File: src/rtl/reg8_sel_encoder.sv
// Sequential encoder: accepts a multi-hot enable mask and replays it as a
// stream of single-register write-select indices, lowest index first.
module reg8_sel_encoder #(
    parameter int N     = 8,
    parameter int SEL_W = 4
) (
    input  logic             clk,
    input  logic             rst,
    input  logic [N-1:0]     in_en,
    input  logic             in_valid,
    output logic             in_ready,
    output logic [SEL_W-1:0] out_sel,
    output logic             out_valid,
    input  logic             out_ready,
    output logic             out_last,
    output logic             empty_err,
    output logic             busy
);

    typedef enum logic [0:0] {
        IDLE = 1'b0,
        EMIT = 1'b1
    } state_t;

    state_t          state_reg, state_next;
    logic [N-1:0]    pending_reg, pending_next;
    logic            empty_err_reg, empty_err_next;

    logic [N-1:0]    below_any;
    logic [N-1:0]    lowest_onehot;
    logic [SEL_W-1:0] sel_idx;
    logic            single_bit;

    // below_any[i] is set when some pending bit sits strictly below bit i
    genvar gi;
    generate
        for (gi = 0; gi < N; gi++) begin : g_prefix
            if (gi == 0) begin : g_first
                assign below_any[gi] = 1'b0;
            end else begin : g_rest
                assign below_any[gi] = below_any[gi-1] | pending_reg[gi-1];
            end
        end
    endgenerate

    assign lowest_onehot = pending_reg & ~below_any;
    assign single_bit    = (pending_reg != '0) && (pending_reg == lowest_onehot);

    always_comb begin
        sel_idx = '0;
        for (int i = 0; i < N; i++) begin
            if (lowest_onehot[i]) begin
                sel_idx = sel_idx | SEL_W'(i);
            end
        end
    end

    always_ff @(posedge clk) begin
        if (rst) begin
            state_reg     <= IDLE;
            pending_reg   <= '0;
            empty_err_reg <= 1'b0;
        end else begin
            state_reg     <= state_next;
            pending_reg   <= pending_next;
            empty_err_reg <= empty_err_next;
        end
    end

    always_comb begin
        state_next     = state_reg;
        pending_next   = pending_reg;
        empty_err_next = 1'b0;
        case (state_reg)
            IDLE: begin
                if (in_valid) begin
                    pending_next = in_en;
                    if (in_en != '0) begin
                        state_next = EMIT;
                    end else begin
                        empty_err_next = 1'b1;
                    end
                end
            end
            EMIT: begin
                // in_valid is deliberately ignored here; the source holds its mask
                if (out_ready) begin
                    pending_next = pending_reg & ~lowest_onehot;
                    if (single_bit) begin
                        state_next = IDLE;
                    end
                end
            end
            default: begin
                state_next   = IDLE;
                pending_next = '0;
            end
        endcase
    end

    // Outputs come from registered state only, never combinationally from inputs
    assign in_ready  = (state_reg == IDLE);
    assign busy      = (state_reg == EMIT);
    assign out_valid = (state_reg == EMIT);
    assign out_sel   = (state_reg == EMIT) ? sel_idx : '0;
    assign out_last  = (state_reg == EMIT) && single_bit;
    assign empty_err = empty_err_reg;

endmodule

File: config.mk
export PLATFORM = sky130hd
export DESIGN_NAME = reg8_sel_encoder
export DESIGN_NICKNAME = d
export VERILOG_FILES = /design/src/rtl/reg8_sel_encoder.sv
export SDC_FILE = /design/constraint.sdc
export NUM_CORES = 1
export LEC_CHECK = 0
export ABC_AREA = 0
export CORE_ASPECT_RATIO = 0.9
export CORE_MARGIN = 2
export CORE_UTILIZATION = 30
export CTS_CLUSTER_DIAMETER = 200
export DETAILED_ROUTE_END_ITERATION = 12
export PLACE_DENSITY = 0.53
export SLEW_MARGIN = 20
export SYNTH_ARGS = -nofsm -noshare
export SYNTH_HDL_FRONTEND = slang
export SYNTH_SLANG_ARGS = --single-unit
File: constraint.sdc
create_clock -name clk -period 3 [get_ports clk]
set_clock_uncertainty 0.05 [all_clocks]
set_input_delay 0.6 -clock clk [delete_from_list [all_inputs] [get_ports clk]]
set_output_delay 0.6 -clock clk [all_outputs]
set_load 0.05 [all_outputs]
==> results of run 1 <==
==> layer usage <==
metal | global-route usage, % | routed length [um] | vias up
met2 | 18.8 | 679 | 20
met3 | 1.88 | 83 | 2
met4 | 6.15 | 12 | 0
met1 | 19.1 | 771 | 296
met5 | 0 | 0 | -
li1 | - | - | 340
==> worst paths after layout <==
path	end	slack, ns	cells past startpoint
worst max-delay path	out_sel[1]	0.45	3
worst min-delay path	pending_reg[7]	0.47	2
worst max register to register	pending_reg[6]	1.45	5
worst min register to register	pending_reg[7]	0.47	2
==> cells by family (layout without fill, tap and decap cells) <==
logic type	after synthesis	count (layout)
other	1	1
AND/OR/NAND/NOR	36	36
AO/OA/AOI/OAI	28	28
buffers and inverters	12	27
flip-flops	10	10
==> area by class of cell <==
type                            count  share of cell area, %
Inverter                            4                   1.79
Multi-Input combinational cell     65                   44.0
Tap cell                           25                   3.72
Clock buffer                        4                   4.32
Timing Repair Buffer               19                   22.3
Sequential cell                    10                   23.8
==> placed cells by master (no fill, tap or decap), types with 2 or more instances in the layout <==
master and count:
sky130_fd_sc_hd__nand2_1 13, sky130_fd_sc_hd__a22oi_1 2, sky130_fd_sc_hd__dfxtp_1 10, sky130_fd_sc_hd__nor4_1 2, sky130_fd_sc_hd__o311ai_1 2, sky130_fd_sc_hd__nand3_1 3
sky130_fd_sc_hd__clkdlybuf4s50_1 16, sky130_fd_sc_hd__o211ai_1 2, sky130_fd_sc_hd__inv_2 3, sky130_fd_sc_hd__o21ai_0 3, sky130_fd_sc_hd__nor3_1 2, sky130_fd_sc_hd__buf_4 2
sky130_fd_sc_hd__clkbuf_4 3, sky130_fd_sc_hd__a21oi_1 11, sky130_fd_sc_hd__nor2_1 8
==> worst max-delay path, delay by kind of cell, from the launching register on <==
kind                   cells  cell delay, ns
buffers and inverters      1            0.70
flip-flops                 1            0.54
AO/OA/AOI/OAI              1            0.29
AND/OR/NAND/NOR            1            0.11
==> power by group <==
part / switching (mW) / internal (mW)
clock network: 0.0461 / 0.0736
registers: 0.0157 / 0.140
logic: 0.0766 / 0.0520
total: 0.138 / 0.266
==> what timing repair did <==
action | in CTS | in global routing
hold buffers | 0 | 0
endpoints found under the setup margin | 0 | 1
gates resized for setup | 0 | 1
==> metrics by stage <==
stage / total power [mW] / instance area (sq um) / util (%) / instances
floorplan: 0.250 / 639 / - / 87
global placement: 0.289 / 802 / 40.7 / 123
detailed placement: 0.287 / 802 / 40.7 / 123
CTS: 0.408 / 838 / 42.5 / 127
global route: 0.427 / 841 / 42.7 / 127
finish: 0.405 / 841 / 42.7 / 127
==> results.txt, run 1 <==
The flow ran to the end, and the final reports show no timing, DRC or antenna violations. The worst hold path belongs to the class reg2reg. In this run the static leakage power is 0.342 nW. Once the floorplan was initialized, standard cells occupied 32.4% of the core.

In this run the most critical hold path is launched from pending_reg[7]. Once the clock tree was built, the setup fixing pass inserted 0 buffers. The total of buffers placed on input and output ports was 19. sky130_fd_sc_hd__nand2_1 is the most common cell in the netlist. Counting along the longest clock path gives a buffer depth of 2. The wire-length estimate of the detail-placed layout is 1210 um. For the maximum VDD drop, the log shows 0.000180 V. Summed over all layers, the routed wires come to 1550 um. The top cell type by area accounts for 31.3% of the synthesized area. The tools report the initial antenna violation count as 0. By area the synthesized netlist is led by sky130_fd_sc_hd__dfxtp_1, sky130_fd_sc_hd__a21oi_1, sky130_fd_sc_hd__nand2_1. Hold is met by 0.472 ns.

For this run, the number of Yosys warnings is 0. The routed design could run at a clock period as short as 2.55 ns. Worst slack at placement: 0.360 ns. In this run the horizontal extent of the chip is 52.7 um. After detailed routing, the number of vias per cell comes to 5.18. The post-synthesis sequential area ratio is 31.3%. The tools report the final net count as 115.

Setup slack on the critical path of the routed design comes to 0.447 ns. Based on the critical path, the design can be clocked at up to 392 MHz. After Yosys synthesis, and, or, nand and nor cells account for 28.4% of the synthesized area. Each instance of the synthesized netlist takes up on average 7.35 sq um.

Sequential cell area: 200 sq um. STA classifies the critical path endpoint as a primary output. For the pin with the worst max-slew slack, the measured transition is 0.498 ns. For the total iterations of the first detailed-routing run, the log shows 4. The number of global-route vias before repair is 533.

Clock latency on the worst-skew pair, taken at its later pin, is 0.26 ns. The remaining global-route overflow was 0; the maximum fanout count along the critical path was 9. In this run, synthesis produced a sequential element count of 10. The area growth from synthesis to layout was 31.5%; the number of enable flip-flop cells after synthesis was 0. The largest single stage delay on the critical path is 0.70 ns. The run gives 19 as the number of DRC markers after the initial detailed-route iteration. The synthesized netlist devotes 29.0% of its cell area to compound gates. CTS saw 10 sinks. In this run the power density over the cells is 481 nW/um^2. For the area inside the core boundary, the log shows 1970 sq um.

Largest area contributor in the netlist: sky130_fd_sc_hd__dfxtp_1. The first-pass GRT wire length was 2380 um; the number of fill cells was 213. Across all layers, the routed design uses 658 vias.

In this run the vertical extent of the chip is 47.8 um. The worst register-to-register path begins at pending_reg[0]. The run gives 0 as the count of nets left with antenna violations after detail routing.

The slowest stage of the critical path belongs to the cell sky130_fd_sc_hd__clkdlybuf4s50_1. Counting flops with an async set or reset pin after synthesis yields a share of 0%. In the synthesized netlist, the number of instances is 87. The pin count of the biggest net entering global routing was 13; the clock edge transition at the registers on the reported setup and hold paths was 0.07 ns. For this run, the total global-route usage over all layers was measured as 13.0%. The portion of synthesized area spent on multiplexers is 0%. Data arrives at the worst endpoint at 1.90 ns.

By area, the combinational part of the netlist is dominated by compound AO/OA/AOI/OAI gates. In the routed design, unresolved DRC markers number 0. Setup violations remaining at the end of the flow were counted as 0. At the end of routability-driven placement, the weighted congestion stood at 0.849. Setup repair after global routing left no endpoint under its margin.

The main flop type after synthesis is sky130_fd_sc_hd__dfxtp_1. The run gives 1 as the H-tree depth. The synthesized netlist devotes 0% of its cell area to XOR and XNOR gates. The run gives 99 as the post-synth net total.

The cell sitting at the root of the clock tree is a sky130_fd_sc_hd__clkbuf_4. The worst pin sits at a relative slew slack of 66.7%. The number of inserted diodes came out at 0. The number of clock buffers added by TritonCTS is 3. The signal on the critical path passes through nor3_1 > o311a_1 > clkdlybuf4s50_1. The max capacitance violation total is 0, and the top-level port count is 21.

In the final routed layout, each cell accounts on average for 12.2 um. In the final layout, the multi-input gates occupy 370 sq um. First element of the critical path: pending_reg[4].

TritonCTS built the clock tree. Of the cells placed in the final design, the portion with a size suffix greater than 1 is 14.7%. The hold violation total from the final report came out at 0.

The required time at the worst-slack endpoint is 2.35 ns. The post-route clock period utilization was 85.1%; the netlist area before placement was 639 sq um. The floorplan step defined a die boundary enclosing 2520 sq um. The flip-flop count of the largest register, all copies and words added was 8.

The post-route setup TNS is 0 ns. The share of synthesized cell area in full adder, half adder and majority cells came out at 0%. The worst setup path is launched from a flop.

The commonest cells after synthesis are sky130_fd_sc_hd__nand2_1, sky130_fd_sc_hd__a21oi_1, sky130_fd_sc_hd__dfxtp_1. The tools report the number of cell rows as 15. The synthesized netlist contains 35 unique library cells.

By startpoint and endpoint, the worst setup path is classified as reg2out. For the final number of max-transition violations, the log shows 0.
Note: power is estimated with default switching activity, not from simulation.
==> run 2: changes to the inputs <==
CORE_ASPECT_RATIO = not set   (was 0.9)
CORE_UTILIZATION = 47   (was 30)
HOLD_SLACK_MARGIN = 0.15   (was not set)
PLACE_DENSITY = 0.79   (was 0.53)
==> run 2 against run 1 <==
Against the previous run:
- global-route usage is 8.5 points higher
- register-to-register slack hardly changed
- setup slack worse by 0.014 ns
- critical path depth is 1 higher
- sequential share of layout area is 0.36 points higher
- sequential cell count stayed put
- wire length is 4.7% lower
- largest power group unchanged
- critical endpoint unchanged
- maximum frequency is 0.55% lower
- die area is 34% lower
- sequential power hardly changed
==> results.txt, run 2 (same netlist as run 1, synthesis figures left out) <==
The flow ran to the end, and the final reports show no timing, DRC or antenna violations. TritonCTS built the clock tree. The run gives 1280 sq um as the area inside the core boundary. Once the floorplan was initialized, standard cells occupied 49.8% of the core. For the final routed database, the setup TNS stands at 0 ns. After layout, the minimum clock period comes to 2.57 ns. The tool flagged a number of max-cap violations equal to 0. Compared with the post-synthesis result, the final layout area differs by 29.5%. The routed wire length was 1470 um; the required time at the worst-slack endpoint was 2.35 ns. The number of setup violations in the final report was 0.

For the signal arrival time at the worst endpoint, the log shows 1.92 ns. In the final layout, the share of cells above drive strength 1 is 14.7%. The endpoint identified for the worst register-to-register timing path is pending_reg[6]. After detailed placement, the design holds a cell count of 113. The run gives 2 as the maximum buffer depth of the clock tree. During I/O placement, the number of pins put on the boundary was 21. For flop-to-flop paths, the worst setup slack is 1.46 ns.

The count of cells in the finished layout, fillers not included, comes to 117. The overall power consumption was 405 uW. The number of cell rows was 13. The analysis attributes to cell leakage a power of 0.342 nW. The initial antenna violation count is 0, and the number of DRC markers after the initial detailed-route iteration is 17.

The first detailed-routing pass ran for 4 iterations. The buffering stage count on the worst path with inverters included was 1. From left edge to right edge, the die measures 40.9 um.

At the placement stage, the worst setup path has a slack of 0.360 ns. In this run the power density over the cells is 488 nW/um^2. For this run, the post-layout net count is 115.

After clock tree synthesis, the setup repair step added 0 buffers. The logs give 541 for the number of global-route vias before repair and 1140 um for the placed wire-length estimate after detailed placement. The final core utilization was 64.5%; the post-route clock period utilization was 85.6%. Summed over all layers, the global routing overflow is 0. For the minimum setup slack in the final design, the log shows 0.433 ns. Critical path start-end classification: reg2out.

Measured against its own limit, the worst slew margin works out to 66.2%. The sink count of the clock tree is 10, and the cell count of the worst reg-to-reg path is 5. Entering global routing, the biggest net connects 13 pins. At the pin with the least slew margin, the transition time is 0.506 ns. At the end of routability-driven placement, the weighted congestion stood at 0.784. The hold path startpoint was pending_reg[7].

The cell family contributing the most delay on the critical path is buffers and inverters. The register with the most flip-flops in the layout has 8 of them. Sort of element at the start of the critical path: a flop.

In the final layout, the multi-input gates occupy 370 sq um. STA classifies the critical path endpoint as a primary output. For this run, the total global-route usage over all layers was measured as 21.6%.

Setup repair after global routing left no endpoint under its margin. For the final number of max-transition violations, the log shows 0. The via density per instance came out at 5.65. The routed layout has 661 vias.

The tools report the cell at the root of the clock tree as sky130_fd_sc_hd__clkbuf_4. The critical path goes through nor2_1 > nor3_1 > o311a_1 > clkdlybuf4s50_1. Class of the tightest hold or removal check: reg2reg. For the sequential cell area, the log shows 200 sq um. The startpoint of the lowest-slack register-to-register path was pending_reg[0].

The logs give 0 for the count of nets left with antenna violations after detail routing and 0.000209 V for the maximum VDD drop. The H-tree depth is 1. The worst hold path terminates at pending_reg[7].

The number of buffers inserted during clock tree synthesis was 3. The hold violation total from the final report was 0; the clock edge transition at the registers on the reported setup and hold paths was 0.06 ns. The die covers 1670 sq um. The count of buffers added on input and output ports is 19. The most frequent standard cell in the layout excluding fill and tap cells is sky130_fd_sc_hd__clkdlybuf4s50_1. In the routed design, unresolved DRC markers number 0. The library cell contributing the largest single delay on the critical path was sky130_fd_sc_hd__clkdlybuf4s50_1. The instance count along the most critical hold path is 2. On the worst path, the slowest cell contributes a delay of 0.79 ns.

Along the worst path, the maximum fanout reaches 6. The routed length per instance is 12.6 um. The number of fill cells came out at 123. The clock latency reported for the late side of the worst-skew pair is 0.26 ns, and the first-pass GRT wire length is 2350 um. Derived from the worst setup path, the maximum achievable clock frequency is 390 MHz.

The number of antenna diodes in the final layout is 0. The library cells used most frequently in the layout, excluding fill and tap cells, are sky130_fd_sc_hd__clkdlybuf4s50_1, sky130_fd_sc_hd__nand2_1, sky130_fd_sc_hd__a21oi_1. The die span in y is 40.9 um.
==> run 2: cell counts in the layout (fill, tap and decap cells not counted) <==
Identical to the previous run, type by type.
==> run 2: where the power goes <==
| group | leakage [nW] | total (mW) | switching [mW] | internal (mW) |
|---|---|---|---|---|
| clock | 0.0210 | 0.120 | 0.0464 | 0.0737 |
| combinational | 0.239 | 0.128 | 0.0761 | 0.0520 |
| sequential | 0.0820 | 0.156 | 0.0158 | 0.140 |
| total | 0.342 | 0.405 | 0.138 | 0.266 |
==> run 2: timing repair <==
item,in CTS,in global routing
setup endpoints to repair,0,1
resized for setup,0,1
hold buffers,0,0
==> run 2: worst reg2reg max path, delay by kind of cell (launching register included) <==
kind / cells / cell delay (ns)
and+or+nand+nor: 3 / 0.60
DFF: 1 / 0.36
AOI/OAI and AO/OA: 2 / 0.40
==> run 2: worst max path at each step <==
stage                       endpoint      startpoint  depth (start not counted)
after floorplan           out_sel[2]            busy                          3
after global placement    out_sel[0]  pending_reg[0]                          6
after detailed placement  out_sel[0]  pending_reg[0]                          6
after CTS                 out_sel[0]  pending_reg[0]                          6
after global routing      out_sel[0]  pending_reg[0]                          6
final                     out_sel[1]  pending_reg[6]                          4
==> run 2: through the flow <==
stage	hold slack [ns]	area [sq um]
2_1_floorplan	0.437	639
3_3_place_gp	0.489	790
3_5_place_dp	0.475	790
4_1_cts	0.495	826
5_1_grt	0.529	828
6_report	0.489	828
==> run 2: area by class of cell <==
cell class,count,area share (%)
multi-input cells,65,44.7
flip-flops and latches,10,24.2
repair buffers,19,22.7
clock buffers,4,4.38
well taps,15,2.27
inverters,4,1.81
==> run 2: metal layers <==
metal / GRT usage (%) / share of wire [%] / up-vias / wire (um)
li1: - / - / 337 / -
met1: 28.9 / 48 / 296 / 707
met2: 32.0 / 45 / 24 / 663
met3: 3.80 / 5.6 / 4 / 82
met4: 12.5 / 1.4 / 0 / 21
met5: 0 / 0 / - / 0
